===== src/rtl/chnl_rx_driver.sv =====
// ---------------------------------------------------------------------------
// chnl_rx_driver
//   Host-side initiator for one RIFFA channel RX interface. A START command
//   opens a receive transaction (CHNL_RX with LEN/OFF/LAST), waits for the
//   user logic to acknowledge it, streams an incrementing-word payload under
//   the VALID/REN handshake and then pulses DONE. If the acknowledge does not
//   arrive within C_ACK_TIMEOUT cycles, the transaction is abandoned and
//   TIMEOUT pulses instead. Used for loopback and bring-up of user channels
//   without a host driver.
//
// Ports
//   CLK, RST_N          clock, asynchronous active-low reset
//   START               1-cycle command strobe, only looked at while idle
//   CMD_LEN/OFF/LAST    transaction descriptor, latched on START
//   CMD_SEED            value of payload word 0
//   BUSY                command in progress
//   DONE                1-cycle pulse, transfer completed
//   TIMEOUT             1-cycle pulse, acknowledge never came
//   CHNL_RX_CLK         forwarded CLK
//   CHNL_RX             transaction open
//   CHNL_RX_ACK         user accepts the transaction
//   CHNL_RX_LAST/LEN/OFF latched descriptor
//   CHNL_RX_DATA        payload beat, word k in bits [32k+31:32k]
//   CHNL_RX_DATA_VALID  beat valid
//   CHNL_RX_DATA_REN    user consumes the beat this cycle
// ---------------------------------------------------------------------------
module chnl_rx_driver #(
  parameter int C_PCI_DATA_WIDTH = 128,
  parameter int C_ACK_TIMEOUT    = 1024
) (
  input  logic                        CLK,
  input  logic                        RST_N,
  input  logic                        START,
  input  logic [31:0]                 CMD_LEN,
  input  logic [30:0]                 CMD_OFF,
  input  logic                        CMD_LAST,
  input  logic [31:0]                 CMD_SEED,
  output logic                        BUSY,
  output logic                        DONE,
  output logic                        TIMEOUT,
  output logic                        CHNL_RX_CLK,
  output logic                        CHNL_RX,
  input  logic                        CHNL_RX_ACK,
  output logic                        CHNL_RX_LAST,
  output logic [31:0]                 CHNL_RX_LEN,
  output logic [30:0]                 CHNL_RX_OFF,
  output logic [C_PCI_DATA_WIDTH-1:0] CHNL_RX_DATA,
  output logic                        CHNL_RX_DATA_VALID,
  input  logic                        CHNL_RX_DATA_REN
);

  localparam int          BEAT_WORDS = C_PCI_DATA_WIDTH / 32;
  localparam logic [31:0] BEAT_W32   = 32'(BEAT_WORDS);
  localparam logic [31:0] TMO_LAST   = 32'(C_ACK_TIMEOUT - 1);

  typedef enum logic [1:0] {IDLE, REQ, DATA, FIN} state_t;

  state_t      state_q, state_d;
  logic [31:0] len_q, len_d;
  logic [30:0] off_q, off_d;
  logic        last_q, last_d;
  logic [31:0] seed_q, seed_d;
  logic [31:0] cnt_q, cnt_d;
  logic [31:0] tmo_q, tmo_d;
  logic        timeout_q, timeout_d;

  logic [31:0] remaining;
  logic [31:0] base_word;
  logic        last_beat;
  logic [C_PCI_DATA_WIDTH-1:0] beat_data;

  // cnt never passes len while streaming, so len - cnt cannot underflow and
  // the last-beat test stays correct for lengths right up to 2^32-1.
  assign remaining = len_q - cnt_q;
  assign base_word = seed_q + cnt_q;
  assign last_beat = (remaining <= BEAT_W32);

  // Lanes past the end of the transfer are zeroed; data is only driven while
  // the DATA state presents a beat.
  always_comb begin
    beat_data = '0;
    if (state_q == DATA) begin
      for (int k = 0; k < BEAT_WORDS; k++) begin
        if (remaining > 32'(k)) begin
          beat_data[32*k +: 32] = base_word + 32'(k);
        end
      end
    end
  end

  always_ff @(posedge CLK or negedge RST_N) begin
    if (!RST_N) begin
      state_q   <= IDLE;
      len_q     <= '0;
      off_q     <= '0;
      last_q    <= 1'b0;
      seed_q    <= '0;
      cnt_q     <= '0;
      tmo_q     <= '0;
      timeout_q <= 1'b0;
    end else begin
      state_q   <= state_d;
      len_q     <= len_d;
      off_q     <= off_d;
      last_q    <= last_d;
      seed_q    <= seed_d;
      cnt_q     <= cnt_d;
      tmo_q     <= tmo_d;
      timeout_q <= timeout_d;
    end
  end

  // Next-state logic. TIMEOUT is registered so that it pulses in the first
  // IDLE cycle, when CHNL_RX and BUSY have already dropped.
  always_comb begin
    state_d   = state_q;
    len_d     = len_q;
    off_d     = off_q;
    last_d    = last_q;
    seed_d    = seed_q;
    cnt_d     = cnt_q;
    tmo_d     = tmo_q;
    timeout_d = 1'b0;
    case (state_q)
      IDLE: begin
        if (START) begin
          len_d   = CMD_LEN;
          off_d   = CMD_OFF;
          last_d  = CMD_LAST;
          seed_d  = CMD_SEED;
          cnt_d   = '0;
          tmo_d   = '0;
          state_d = REQ;
        end
      end
      REQ: begin
        if (CHNL_RX_ACK) begin
          state_d = (len_q == 32'd0) ? FIN : DATA;
        end else if (tmo_q == TMO_LAST) begin
          state_d   = IDLE;
          timeout_d = 1'b1;
        end else begin
          tmo_d = tmo_q + 32'd1;
        end
      end
      DATA: begin
        if (CHNL_RX_DATA_REN) begin
          if (last_beat) begin
            state_d = FIN;
          end else begin
            cnt_d = cnt_q + BEAT_W32;
          end
        end
      end
      FIN: begin
        state_d = IDLE;
      end
      default: begin
        state_d = IDLE;
      end
    endcase
  end

  assign CHNL_RX_CLK        = CLK;
  assign BUSY               = (state_q != IDLE);
  assign DONE               = (state_q == FIN);
  assign TIMEOUT            = timeout_q;
  assign CHNL_RX            = (state_q == REQ) || (state_q == DATA);
  assign CHNL_RX_DATA_VALID = (state_q == DATA);
  assign CHNL_RX_DATA       = beat_data;
  assign CHNL_RX_LEN        = len_q;
  assign CHNL_RX_OFF        = off_q;
  assign CHNL_RX_LAST       = last_q;

endmodule


===== config.mk =====
export PLATFORM = sky130hd
export DESIGN_NAME = chnl_rx_driver
export DESIGN_NICKNAME = d
export VERILOG_FILES = /design/src/rtl/chnl_rx_driver.sv
export SDC_FILE = /design/constraint.sdc
export NUM_CORES = 1
export LEC_CHECK = 0
export ABC_AREA = 1
export BUFFER_PORTS_ARGS = -buffer_cell sky130_fd_sc_hd__buf_2
export CELL_PAD_IN_SITES_DETAIL_PLACEMENT = 1
export CELL_PAD_IN_SITES_GLOBAL_PLACEMENT = 1
export CORE_ASPECT_RATIO = 1.4
export CORE_UTILIZATION = 39
export CTS_CLUSTER_SIZE = 8
export DETAILED_ROUTE_END_ITERATION = 10
export GPL_TIMING_DRIVEN = 1
export PLACE_DENSITY = 0.86
export SLEW_MARGIN = 20
export SYNTH_ARGS = -nofsm -noshare
export SYNTH_HDL_FRONTEND = slang
export SYNTH_SLANG_ARGS = --single-unit

===== constraint.sdc =====
create_clock -name CLK -period 3.7 [get_ports CLK]
set_input_delay 0.185 -clock CLK [delete_from_list [all_inputs] [get_ports CLK]]
set_output_delay 0.185 -clock CLK [all_outputs]
set_load 0.005 [all_outputs]

==> summary by stage <==
GRT
The global-route wire length before repair is approximately 120,000 um. Entering global routing, the biggest net connects 96 pins. The initial antenna violation count is 20. Across every metal layer, demand over resource in global routing totals 0.381. The total overflow left after global routing is 0. The number of global-route vias before repair is ~22,000.

Placed design
The number of port buffers is between 200 and 300. The final HPWL from detailed placement is roughly 55,000 um. In this run the cell area measured after placement is 18,400 um2. The placement-stage worst setup slack is roughly 0.09 ns. The number of placed instances with taps included is approximately 3,600. The final RePlAce weighted congestion is ~1.1.

Power
The share of total power dissipated in combinational logic is 0.686. In this run the power spent charging and discharging nets is 10.1 mW. In this run the power density over the cells is between 700 and 800 nW/um2. The portion of total power attributed to the clock network is 0.131. The cell leakage power is between 10 and 15 nW. Of the total power, registers draw 0.183. The internal power component is ~7.4 mW. The peak ir drop on the vdd network is between 0.5 and 0.6 mV. Of the total power, the share spent switching nets is 0.577.

Worst hold path
The worst hold path cell count is 4. The worst hold path class is primary input to register. The end point of the worst hold path is tmo_q[2].

In this run the most critical hold path is launched from START.

Timing
In the finished design, the share of the clock period the worst path needs comes to 1.24. Setup repair after global routing could not meet its margin everywhere. The worst relative slew slack is -0.150. The post-layout worst setup margin is -0.885 ns. Summed over all failing endpoints, the final setup total negative slack is -64.56 ns. The final number of hold-violating endpoints is 0. The clock arrives with slightly below 0.04 ns of skew.

The maximum achievable frequency is 0.218 GHz. The transition at the pin with the smallest max-transition slack is between 1.5 and 2 ns. The number of pins with negative max-slew slack in the final report was 4. After layout, the minimum clock period comes to around 4.6 ns.

Setup violations remaining at the end of the flow were counted as roughly 160.

Floorplanning
299 I/O pins were placed. The die span in y is between 200 and 250 um. Measured along the x axis, the die boundary spans 173 um. For this configuration, the core starts out at a cell density of 0.396.

In this run the standard cell core region covers about 40,000 um2. The floorplan step defined a die boundary enclosing approximately 42,000 um2. The site row count is 87.

Yosys
The most used flip-flop cell after synthesis is sky130_fd_sc_hd__dfrtp_1. The average instance in the mapped netlist occupies around 5.8 um2. The Yosys warning count is 0.

The number of synthesized register bits is 161. The area of the mapped netlist is roughly 16,000 um2. Yosys mapped a number of flops with a built-in enable equal to 0. The fraction of registers with async set or reset after synthesis is 1.00. The number of different library cells used by synthesis comes to 46. The proportion of synthesized chip area in sequential cells is 0.252. The cell count after synthesis is ~2,700.

Setup path
The critical path is of the register to register type. The critical register-to-register path startpoint is cnt_q[11]. Of all nets on the critical path, the largest fanout is 4. The worst setup path is captured at a register. The signal on the critical path passes through inv_4 -> buf_4 -> buf_4 -> nor3_1 -> nand2_1 -> nor3_1 -> nand3_1 -> a21oi_1 -> nand2_1 -> nand2_1.

The endpoint identified for the worst register-to-register timing path is cnt_q[30]. The combined buffer and inverter count along the critical path is 3. Data on the critical path arrives at its endpoint at roughly 5.1 ns. Counting stages on the worst path, the most repeated cell is sky130_fd_sc_hd__nand2_1. The cell family contributing the most delay on the critical path is simple AND/OR/NAND/NOR gates. The minimum setup slack among reg-to-reg paths is -0.89 ns. The worst-case reg-to-reg path depth is 10. At the worst endpoint, the required time is 4.26 ns.

The worst setup path is launched from a register. On the worst path, the slowest cell contributes a delay of around 1.4 ns. For this design, the slowest cell found on the critical path is sky130_fd_sc_hd__nor3_1.

Finish
Across the whole layout, storage elements account for about 4100 um2. The cell area after layout is about 23,000 um2. In the final layout, the share of cells above drive strength 1 is 0.309. The number of standard cells in the final layout excluding fillers is approximately 3,800.

The area growth from synthesis to layout is 45.2%. The layout filler cell count is 5,432. The number of nets in the finished design is around 3,400. Summing all multi-input logic gate instances after layout gives 12,500 um2.

Status
The flow ran to the end, but the final reports show violations. The checks that failed: max-capacitance violations, max-slew violations, negative setup slack.

Detailed routing
The number of design rule violations left after detail routing is 0. The detail route stage leaves a number of antenna-violating nets equal to 0. Wires add up to roughly 110,000 um. The violation count after the first detailed-routing iteration is around 2,800. The post-detailed-route via-to-cell ratio is 6.33. The detailed-route via count is 24,100. The number of detailed-route iterations in the first pass is 6. The average wire per cell in the routed design is 28.2 um.

Clock network
The clock tree from TritonCTS is yes. After clock tree synthesis, the clock-pin slew on the worst setup and hold paths is 0.09 ns. The clock latency reported for the late side of the worst-skew pair is 0.65 ns.

Run
The number of max-cap violations is 2.
-- how the worst max path moves through the flow --
| stage | from | to | slack [ns] | cells past startpoint |
|---|---|---|---|---|
| global route | cnt_q[6] | CHNL_RX_DATA[92] | -0.85 | 18 |
| CTS | cnt_q[7] | CHNL_RX_DATA[76] | -0.02 | 20 |
| finish | cnt_q[11] | cnt_q[30] | -0.89 | 10 |
| global placement | cnt_q[11] | CHNL_RX_DATA[115] | 0.16 | 19 |
| detailed placement | cnt_q[11] | CHNL_RX_DATA[96] | 0.09 | 19 |
| floorplan | cnt_q[2] | CHNL_RX_DATA[55] | 0.96 | 12 |
-- metal layers --
metal,routed length [um],part of all wire,global-route usage,vias to the layer above
li1,-,-,-,9541
met1,33000,0.31,0.386,11200
met2,47500,0.44,0.692,2173
met3,12800,0.12,0.0593,1100
met4,13500,0.13,0.319,26
met5,320,0.0030,0,-
-- through the flow --
stage | hold slack, ns | util | power [mW]
after floorplan | -0.111 | - | 8.05
after global placement | 0.268 | 0.456 | 10.7
after detailed placement | 0.268 | 0.456 | 11.0
after CTS | 0.170 | 0.526 | 14.0
after global routing | 0.156 | 0.575 | 18.1
final | 0.151 | 0.576 | 17.5
-- placed cells by master, fill, tap and decap left out, drive strengths merged, types with 3 or more instances in the layout --
cell	synthesis	layout
nor3	66	66
nand2	1087	1087
and2	9	9
dfrtp	161	161
o21ai	41	41
o21bai	3	3
ha	71	71
xor2	82	82
dlygate4sd3	0	98
buf	16	447
clkinv	1	10
xnor2	11	11
nand4	49	49
a21oi	64	64
or2	3	3
diode	0	10
clkbuf	46	23
inv	375	378
conb	2	3
nand3b	9	9
nand3	186	186
nor4	35	35
o31ai	18	18
nor2	384	385
nor3b	4	4
-- power by group through the flow --
stage	clock [mW]	combinational (mW)	sequential [mW]
floorplan	0.0175	5.34	2.69
global placement	0.0117	7.85	2.83
detailed placement	0.0117	8.15	2.86
CTS	2.11	8.98	2.93
global route	2.33	12.6	3.22
finish	2.29	12.0	3.20
-- final cells by class --
type | instances | area share
clock buffers | 22 | 0.0224
diodes | 10 | 0.00108
repair buffers | 546 | 0.161
multi-input cells | 2137 | 0.540
inverters | 376 | 0.0631
clock inverters | 14 | 0.00788
flip-flops and latches | 161 | 0.175
well taps | 534 | 0.0288
-- synthesized netlist by cell type, types with 2 or more instances --
cell type | n | area, um2
sky130_fd_sc_hd__buf_2 | 8 | 40.0
sky130_fd_sc_hd__inv_2 | 7 | 26.3
sky130_fd_sc_hd__a21oi_1 | 64 | 320
sky130_fd_sc_hd__or2_2 | 2 | 12.5
sky130_fd_sc_hd__dfrtp_1 | 161 | 4030
sky130_fd_sc_hd__nand4_1 | 49 | 307
sky130_fd_sc_hd__clkbuf_1 | 46 | 173
sky130_fd_sc_hd__nor2_2 | 12 | 75.1
sky130_fd_sc_hd__a21o_1 | 2 | 15.0
sky130_fd_sc_hd__nor2_4 | 10 | 113
sky130_fd_sc_hd__a211oi_1 | 2 | 15.0
sky130_fd_sc_hd__o21ai_0 | 39 | 195
sky130_fd_sc_hd__xor2_1 | 77 | 674
sky130_fd_sc_hd__buf_1 | 6 | 22.5
sky130_fd_sc_hd__nor3_2 | 6 | 60.1
sky130_fd_sc_hd__o31ai_1 | 18 | 135
sky130_fd_sc_hd__nand2_1 | 1066 | 4000
sky130_fd_sc_hd__a31oi_1 | 2 | 12.5
sky130_fd_sc_hd__nor3_1 | 60 | 300
sky130_fd_sc_hd__and2_1 | 8 | 50.1
sky130_fd_sc_hd__nor2_1 | 362 | 1360
sky130_fd_sc_hd__nor4_1 | 35 | 219
sky130_fd_sc_hd__nand2_4 | 4 | 45.0
sky130_fd_sc_hd__nand3_1 | 181 | 906
sky130_fd_sc_hd__xor2_4 | 3 | 82.6
sky130_fd_sc_hd__o21ai_1 | 2 | 10.0
sky130_fd_sc_hd__o21bai_1 | 3 | 22.5
sky130_fd_sc_hd__o211ai_1 | 2 | 15.0
sky130_fd_sc_hd__nand3_2 | 5 | 50.1
sky130_fd_sc_hd__xor2_2 | 2 | 32.5
sky130_fd_sc_hd__nand3b_1 | 8 | 60.1
sky130_fd_sc_hd__ha_1 | 71 | 888
sky130_fd_sc_hd__nand2_2 | 17 | 106
sky130_fd_sc_hd__buf_4 | 2 | 15.0
sky130_fd_sc_hd__nor3b_1 | 4 | 30.0
sky130_fd_sc_hd__inv_1 | 368 | 1380
sky130_fd_sc_hd__xnor2_1 | 10 | 87.6
sky130_fd_sc_hd__conb_1 | 2 | 7.51
-- state kept, by name, summed over array words and instances (netlist names) --
signal / count
CHNL_RX_LAST: 1
CHNL_RX_LEN: 32
CHNL_RX_OFF: 31
TIMEOUT: 1
cnt_q: 30
seed_q: 32
state_q: 2
tmo_q: 32
-- tightest hold or removal path: cells and delay by family --
family | cells | cell delay [ns]
buffers and inverters | 1 | 0.12
AND/OR/NAND/NOR | 2 | 0.21
AO/OA/AOI/OAI | 1 | 0.20
-- cells by family after synthesis --
family                   count (synthesis)  share of synthesized area
buffers and inverters                  438                      0.104
AND/OR/NAND/NOR                       1833                      0.484
adder cells (fa/ha/maj)                 71                     0.0556
other                                    2                   0.000470
flip-flops                             161                      0.252
XOR/XNOR                                93                     0.0560
AO/OA/AOI/OAI                          136                     0.0474
-- what timing repair did --
| action | CTS | global route |
|---|---|---|
| gates cloned | 1 | 3 |
| pin swaps | 17 | 88 |
| endpoints found under the setup margin | 128 | 138 |
| hold endpoints to repair | 191 | 0 |
| gates resized for setup | 226 | 399 |
| buffers inserted | 23 | 71 |
| hold buffers | 98 | 0 |
Power figures use the tool's default switching activity.
